===== src/rtl/pll_lock_supervisor.sv =====
// pll_lock_supervisor: turns the asynchronous PLL `locked` flag into a clean,
// registered system reset/ready pair for logic in the PLL output clock domain.
// Lock must be stable for STABLE_CYCLES before release, short dropouts in RUN
// are filtered, and a real loss forces at least HOLD_CYCLES of reset.
// Optional feature: define LOCK_MON_CNT_EN to add a saturating loss_count port.
module pll_lock_supervisor #(
    parameter int SYNC_STAGES   = 2,
    parameter int STABLE_CYCLES = 1024,
    parameter int DROP_FILTER   = 4,
    parameter int HOLD_CYCLES   = 16,
    parameter int CNT_W         = 8
) (
    input  logic             clk,
    input  logic             rst,
    input  logic             locked,
    input  logic             clr_lost,
    output logic             sys_rst,
    output logic             ready,
    output logic             lock_lost,
    output logic [1:0]       state
`ifdef LOCK_MON_CNT_EN
    ,
    output logic [CNT_W-1:0] loss_count
`endif
);

    typedef enum logic [1:0] {
        ST_WAIT_LOCK = 2'd0,
        ST_STABLE    = 2'd1,
        ST_RUN       = 2'd2,
        ST_HOLD      = 2'd3
    } state_t;

    // The shared counter only ever needs to reach (largest interval - 1).
    localparam int MAX_SD  = (STABLE_CYCLES > DROP_FILTER) ? STABLE_CYCLES : DROP_FILTER;
    localparam int MAX_ALL = (MAX_SD > HOLD_CYCLES) ? MAX_SD : HOLD_CYCLES;
    localparam int CW      = (MAX_ALL > 1) ? $clog2(MAX_ALL) : 1;

    localparam logic [CW-1:0] STABLE_LAST = CW'(STABLE_CYCLES - 1);
    localparam logic [CW-1:0] DROP_LAST   = CW'(DROP_FILTER - 1);
    localparam logic [CW-1:0] HOLD_LAST   = CW'(HOLD_CYCLES - 1);

    logic [SYNC_STAGES-1:0] r_sync;
    state_t                 r_state;
    logic [CW-1:0]          r_cnt;
    logic                   r_sys_rst;
    logic                   r_ready;
    logic                   r_lock_lost;

    logic                   w_lk_s;
    state_t                 w_next_state;
    logic [CW-1:0]          w_cnt_next;
    logic                   w_loss;

    // Shift chain that brings the asynchronous lock flag into the clk domain.
    // NOTE: state registers use non-blocking (<=) so every flop samples the
    // pre-edge values; blocking here would collapse the synchronizer chain.
    always_ff @(posedge clk) begin
        if (rst) begin
            r_sync <= '0;
        end else begin
            r_sync <= {r_sync[SYNC_STAGES-2:0], locked};
        end
    end

    assign w_lk_s = r_sync[SYNC_STAGES-1];

    // Next-state and shared counter decode; counter restarts on any state change.
    // NOTE: defaults are assigned first so every path drives every output,
    // otherwise the missing paths would infer latches.
    always_comb begin
        w_next_state = r_state;
        w_cnt_next   = r_cnt + CW'(1);
        case (r_state)
            ST_WAIT_LOCK: begin
                w_cnt_next = r_cnt;
                if (w_lk_s) w_next_state = ST_STABLE;
            end
            ST_STABLE: begin
                if (!w_lk_s)                  w_next_state = ST_WAIT_LOCK;
                else if (r_cnt == STABLE_LAST) w_next_state = ST_RUN;
            end
            ST_RUN: begin
                if (w_lk_s)                  w_cnt_next   = '0;
                else if (r_cnt == DROP_LAST) w_next_state = ST_HOLD;
            end
            ST_HOLD: begin
                if (r_cnt == HOLD_LAST) w_next_state = ST_WAIT_LOCK;
            end
            default: begin
                w_next_state = ST_WAIT_LOCK;
            end
        endcase
        if (w_next_state != r_state) w_cnt_next = '0;
    end

    assign w_loss = (r_state == ST_RUN) && (w_next_state == ST_HOLD);

    // FSM state, counter and outputs, all registered from next-state.
    always_ff @(posedge clk) begin
        if (rst) begin
            r_state     <= ST_WAIT_LOCK;
            r_cnt       <= '0;
            r_sys_rst   <= 1'b1;
            r_ready     <= 1'b0;
            r_lock_lost <= 1'b0;
        end else begin
            r_state   <= w_next_state;
            r_cnt     <= w_cnt_next;
            r_sys_rst <= (w_next_state != ST_RUN);
            r_ready   <= (w_next_state == ST_RUN);
            // A loss on the same edge as a clear must remain visible.
            if (w_loss)        r_lock_lost <= 1'b1;
            else if (clr_lost) r_lock_lost <= 1'b0;
        end
    end

    assign sys_rst   = r_sys_rst;
    assign ready     = r_ready;
    assign lock_lost = r_lock_lost;
    assign state     = r_state;

`ifdef LOCK_MON_CNT_EN
    logic [CNT_W-1:0] r_loss_count;

    // Saturating count of RUN->HOLD losses; only rst clears it.
    always_ff @(posedge clk) begin
        if (rst) begin
            r_loss_count <= '0;
        end else if (w_loss && (r_loss_count != '1)) begin
            r_loss_count <= r_loss_count + CNT_W'(1);
        end
    end

    assign loss_count = r_loss_count;
`endif

endmodule


===== config.mk =====
export PLATFORM = sky130hd
export DESIGN_NAME = pll_lock_supervisor
export DESIGN_NICKNAME = d
export VERILOG_FILES = /design/src/rtl/pll_lock_supervisor.sv
export SDC_FILE = /design/constraint.sdc
export NUM_CORES = 1
export LEC_CHECK = 0
export CAP_MARGIN = 30
export CORE_UTILIZATION = 55
export CTS_CLUSTER_DIAMETER = 60
export DETAILED_ROUTE_END_ITERATION = 16
export PLACE_DENSITY = 0.89
export SETUP_SLACK_MARGIN = 0.4
export SLEW_MARGIN = 20
export SYNTH_ARGS = -nofsm -noshare
export SYNTH_HDL_FRONTEND = slang
export SYNTH_SLANG_ARGS = --single-unit

===== constraint.sdc =====
create_clock -name clk -period 3.1 [get_ports clk]
set_input_delay 0.62 -clock clk [delete_from_list [all_inputs] [get_ports clk]]
set_output_delay 0.62 -clock clk [all_outputs]
set_load 0.005 [all_outputs]

==> results of run 1 <==
[cells in the mapped netlist (2+ instances only)]
master | count | area (µm²)
and3_1 | 4 | 25.0
nand3b_1 | 2 | 15.0
nand2b_1 | 2 | 12.5
and2_1 | 2 | 12.5
inv_1 | 4 | 15.0
a31oi_1 | 2 | 12.5
a21oi_1 | 8 | 40.0
or2_2 | 2 | 12.5
nand4_1 | 4 | 25.0
nor2b_1 | 3 | 18.8
nand3_1 | 4 | 20.0
a211oi_1 | 2 | 15.0
a311oi_1 | 4 | 35.0
o21ai_0 | 3 | 15.0
nand2_1 | 5 | 18.8
a41oi_1 | 4 | 35.0
dfxtp_1 | 17 | 340
nor2_1 | 8 | 30.0
nor3_1 | 2 | 10.0
[power by group]
part           switching (mW)  internal (mW)
Sequential            0.00339          0.221
Clock                  0.0657         0.0501
Combinational          0.0164         0.0119
[metrics by stage]
stage / utilization / cell area, µm² / std cells / hold WS, ns / power [mW]
2_1_floorplan: - / 851 / 97 / 0.414 / 0.247
3_3_place_gp: 0.686 / 937 / 117 / 0.419 / 0.256
3_5_place_dp: 0.686 / 937 / 117 / 0.446 / 0.257
4_1_cts: 0.705 / 963 / 121 / 0.464 / 0.372
5_1_grt: 0.705 / 963 / 121 / 0.489 / 0.385
6_report: 0.705 / 963 / 121 / 0.458 / 0.368
[layout make-up]
cell class	instances	area share
Tap cell	15	0.0195
Inverter	4	0.0156
Sequential cell	17	0.353
Multi-Input combinational cell	73	0.501
Timing Repair Buffer	8	0.0831
Clock buffer	4	0.0273
[cells by family (layout without fill, tap and decap cells)]
logic type | Yosys count | count (layout) | synth area share
simple gates | 41 | 41 | 0.271
compound gates | 30 | 30 | 0.272
fa+ha+maj | 1 | 1 | 0.0147
buf+inv | 7 | 16 | 0.0323
flops | 17 | 17 | 0.400
xor+xnor | 1 | 1 | 0.0103
[metal layers]
layer	wire length, µm	up-vias	part of all wire
met5	0	-	0
met4	26	0	0.014
met3	139	8	0.073
met2	857	44	0.45
met1	875	380	0.46
li1	-	395	-
[flip-flops by register name, summed over array words and instances (netlist names)]
name and flops:
r_sync 2, r_cnt 10, lock_lost 1, state 2, ready 1, sys_rst 1
[worst register-to-register path: stages, from the launching register on]
cell and delay (ns):
dfxtp_1 0.44, ha_1 0.27, nand2_1 0.15, o311a_1 0.40
o311ai_4 0.50, nor3_1 0.11
[final timing paths]
| check | to | slack [ns] | cells past startpoint |
|---|---|---|---|
| worst max register to register | r_cnt[9] | 1.10 | 5 |
| worst min register to register | r_sync[1] | 0.46 | 1 |
| worst max-delay path | r_cnt[9] | 1.10 | 5 |
| worst min-delay path | r_sync[1] | 0.46 | 1 |
==> metrics.yaml, run 1 <==
global_route:
  grt_pass1_vias: 662
  grt_pass1_wl_mm: 2.87
  use_met1: 0.341
  met2_usage: 0.371
  overflow: 0
  grt_max_degree: 14
  grt_usage: 0.261
  antenna_found_initial: 0
  grt_use_met3: 0.117
  grt_busiest_layer: "met2"
worst_setup_path:
  r2r-start: "r_cnt[0]"
  crit_start: "r_cnt[0]"
  worstSetupStartpointType: "flip-flop"
  slowest_delay_ns: 0.50
  critPathKind: "reg -> reg"
  path_buf_inv: 0
  worstSetupEndpointType: "flip-flop"
  crit_required_ns: 3.26
  cp_max_fo: 10
  crit_path_cell_trace: "ha_1 -> nand2_1 -> o311a_1 -> o311ai_4 -> nor3_1"
  slowest_stage: "o311ai_4"
  path_delay_family: "compound AO/OA/AOI/OAI gates"
  cp.arrival_ns: 2.16
floorplan:
  core_area_mm2: 0.00137
  start_util: 0.623
  io_pins: 9
  die_x_um: 41.3
  num_rows: 13
  die_h_um: 41.3
  dieArea_mm2: 0.00171
sta:
  final_hold_viol_count: 0
  period_needed_ns: 2.00
  max_freq_mhz: 500
  final_max_slew_viol_count: 0
  max-slew-margin-rel: 0.665
  fin_crit_sh: 0.645
  setup_violations: 0
  final.setup.tns_ns: 0
  timing.final.ws_setup_ns: 1.10
  worst_pin_slew_ns: 0.501
  skew_ns: 0.00707
  rsz0062_at_grt: "no"
cells_and_area:
  drive_above_1_share: 0.0660
  multi_input_area_um2: 483
  final_nets: 112
  final_common_cell: "dfxtp_1"
  final_cell_mix: "17 x dfxtp_1, 8 x nor2_1, 8 x a21oi_1, 8 x clkdlybuf4s50_1, 5 x nand2_1"
  syn2layout_area_growth_pct: 13.2
  fillers: 109
  seqCellArea_um2: 340
  insertedDiodeCount: 0
synthesis:
  synth_edf_count: 0
  ys_ff_latch: 17
  synth_warnings: 0
  synth_cell_types: 34
  async_reset_ff_frac: 0
  netlist_area_um2: 851
  syn_inst: 97
  synth.net_count: 102
  synthFlopType: "dfxtp_1"
  ys_seq_area_frac: 0.400
  syn_area_per_cell_um2: 8.77
job:
  maxCapViolations: 0
route:
  post_drt_wl_per_cell_um: 15.7
  vias: 827
  dr.pass1.iters: 4
  drc_errors: 0
  drt_iter0_markers: 29
  detail-route-antenna-nets: 0
  vias_per_cell: 6.83
  wl_mm: 1.90
placement:
  place_ws_ns: 1.13
  portBuffers: 8
  hpwlAfterDp_mm: 1.29
  gp_congestion: 0.892
clocking:
  numClockSinks: 17
  postCtsSetupBuffers: 0
  cts_buffer_depth: 2
  cts_buffers: 3
  htreeDepth: 1
  cts_tree: "built"
  ctsHoldBuffers: 0
  clk_latency_ns: 0.29
  root_buffer: "clkbuf_4"
  clk_pin_slew_ns: 0.09
  cts.repair.resized: 0
power_and_ir_drop:
  leakagePower_nw: 0.333
  peakVddDrop_v: 0.000410
  power.density_mw_per_mm2: 382
hold_path:
  hold_class: "reg -> reg"
  min_from: "r_sync[0]"
run_status:
  status: "completed"
No activity file was read; power rests on OpenSTA's default activity.
==> inputs of run 2 (changes only) <==
--- a/config.mk
+++ b/config.mk
@@ -6,10 +6,10 @@
 export NUM_CORES = 1
 export LEC_CHECK = 0
 export CAP_MARGIN = 30
-export CORE_UTILIZATION = 55
+export CORE_UTILIZATION = 48
 export CTS_CLUSTER_DIAMETER = 60
 export DETAILED_ROUTE_END_ITERATION = 16
-export PLACE_DENSITY = 0.89
+export PLACE_DENSITY = 0.83
 export SETUP_SLACK_MARGIN = 0.4
 export SLEW_MARGIN = 20
 export SYNTH_ARGS = -nofsm -noshare
==> constraint.sdc (replaced) <==
create_clock -name clk -period 1.7 [get_ports clk]
set_input_delay 0.34 -clock clk [delete_from_list [all_inputs] [get_ports clk]]
set_output_delay 0.34 -clock clk [all_outputs]
set_load 0.005 [all_outputs]
==> metrics.yaml, run 2 (same netlist as run 1, synthesis figures left out) <==
run_status:
  status: "completed"
floorplan:
  dieArea_mm2: 0.00194  # +14%
  num_rows: 14  # +1
  io_pins: 9  # unchanged
  core_area_mm2: 0.00158  # +15%
  start_util: 0.540  # -0.0830
  die_h_um: 44.1  # +6.7%
  die_x_um: 44.1  # +6.7%
power_and_ir_drop:
  leakagePower_nw: 0.463  # +39%
  power.density_mw_per_mm2: 568  # +49%
  peakVddDrop_v: 0.000503  # +23%
cells_and_area:
  instances_no_fill: 135  # +12%
  stdcell_area_mm2: 0.00120  # +25%
  final_cell_mix: "11 x buf_4, 9 x dfxtp_4, 8 x nor2_1"
  final_common_cell: "buf_4"
  syn2layout_area_growth_pct: 41.5
  insertedDiodeCount: 0  # unchanged
  drive_above_1_share: 0.370  # +0.304
  largest_reg_flops: 10  # unchanged
  largest_register: "r_cnt"
  fillers: 109  # unchanged
  final_nets: 125  # +12%
global_route:
  overflow: 0  # unchanged
  antenna_found_initial: 0  # unchanged
  grt_usage: 0.246  # -0.0147
  grt_pass1_vias: 787  # +19%
  grt_max_degree: 14  # unchanged
  grt_pass1_wl_mm: 3.51  # +22%
clocking:
  clk_pin_slew_ns: 0.10  # about the same
  numClockSinks: 17  # unchanged
  root_buffer: "clkbuf_4"
  cts_buffers: 3  # unchanged
  cts_tree: "built"
  cts_buffer_depth: 2  # unchanged
  clk_latency_ns: 0.30  # about the same
  htreeDepth: 1  # unchanged
placement:
  hpwlAfterDp_mm: 1.36  # +5.7%
  place_area_mm2: 0.00104  # +11%
  dp.cells: 120  # +2.6%
  gp_congestion: 0.842  # -5.6%
  portBuffers: 8  # unchanged
sta:
  worst_pin_slew_ns: 0.433  # -0.0678 ns
  setup_violations: 0  # unchanged
  fin_crit_sh: 0.928  # +0.283
  final_max_slew_viol_count: 0  # unchanged
  final.setup.tns_ns: 0  # unchanged
  max_freq_mhz: 634  # +27%
  final_hold_viol_count: 0  # unchanged
  rsz0062_at_grt: "yes"
  period_needed_ns: 1.58  # -0.421 ns
  skew_ns: 0.0106  # +0.00358 ns
  max-slew-margin-rel: 0.710  # +0.0453
hold_path:
  hold_class: "reg -> reg"
route:
  dr.pass1.iters: 4  # unchanged
  detail-route-antenna-nets: 0  # unchanged
  vias: 885  # +7.0%
  wl_mm: 2.27  # +20%
  vias_per_cell: 6.56  # -4.1%
  drc_errors: 0  # unchanged
  drt_iter0_markers: 42  # +45%
  post_drt_wl_per_cell_um: 16.8  # +7.1%
worst_setup_path:
  cp.arrival_ns: 1.75  # -0.41 ns
  cp_max_fo: 10  # unchanged
  crit_required_ns: 1.87  # -1.39 ns
  worstSetupEndpointType: "flip-flop"
  worstSetupStartpointType: "flip-flop"
  critPathKind: "reg -> reg"
job:
  maxCapViolations: 0  # unchanged
==> run 2: cell types whose count changed in the layout (fill, tap and decap cells not counted), moves of 3 or more <==
cell | before | now
dlygate4sd2_1 | 0 | 3
dfxtp_1 | 17 | 4
buf_4 | 0 | 11
clkdlybuf4s50_1 | 8 | 4
dfxtp_4 | 0 | 9
dfxtp_2 | 0 | 4
==> run 2: power by group <==
part | internal [mW] | switching (mW)
Combinational | 0.0330 | 0.0346
Clock | 0.0879 | 0.132
Sequential | 0.390 | 0.00600
Total | 0.511 | 0.173
==> run 2: worst paths after layout <==
kind / start / end / slack, ns / cells after the start
min: r_sync[0] / r_sync[1] / 0.45 / 1
max: r_cnt[8] / r_cnt[3] / 0.12 / 5
max reg2reg: r_cnt[8] / r_cnt[3] / 0.12 / 5
min reg2reg: r_sync[0] / r_sync[1] / 0.45 / 1
==> run 2: critical path, cell delays in order, from the launching register on <==
cell and delay [ns]:
dfxtp_4 0.39, nand4_1 0.14, o311a_1 0.40, o311ai_4 0.31, buf_12 0.17, a211oi_2 0.04
==> run 2: timing repair <==
item	in CTS	in global routing
setup buffers	9	2
hold endpoints to repair	0	0
gates resized for setup	13	8
hold buffers	0	0
pin swaps	4	3
setup endpoints to repair	20	17
==> run 2: per-layer routing <==
layer | up-vias | routed length [µm] | global-route usage
li1 | 418 | - | -
met1 | 413 | 963 | 0.282
met2 | 43 | 1110 | 0.426
met3 | 11 | 148 | 0.0735
met4 | 0 | 48 | 0.0970
met5 | - | 0 | 0
==> run 2: cell type report <==
cell class,count,area (µm²),share of cell area
Clock inverter,1,5.00,0.00416
Clock buffer,3,22.5,0.0187
Sequential cell,17,379,0.315
Inverter,4,15.0,0.0125
Multi-Input combinational cell,73,569,0.473
Timing Repair Buffer,21,193,0.160
Tap cell,16,20.0,0.0166
==> run 2: metrics by stage <==
stage | power, mW | utilization | hold WS [ns] | setup WS, ns
2_1_floorplan | 0.450 | - | 0.409 | 0.254
3_3_place_gp | 0.476 | 0.661 | 0.420 | 0.135
3_5_place_dp | 0.479 | 0.661 | 0.432 | 0.0651
4_1_cts | 0.697 | 0.740 | 0.453 | 0.138
5_1_grt | 0.711 | 0.763 | 0.474 | 0.0408
6_report | 0.684 | 0.763 | 0.449 | 0.122
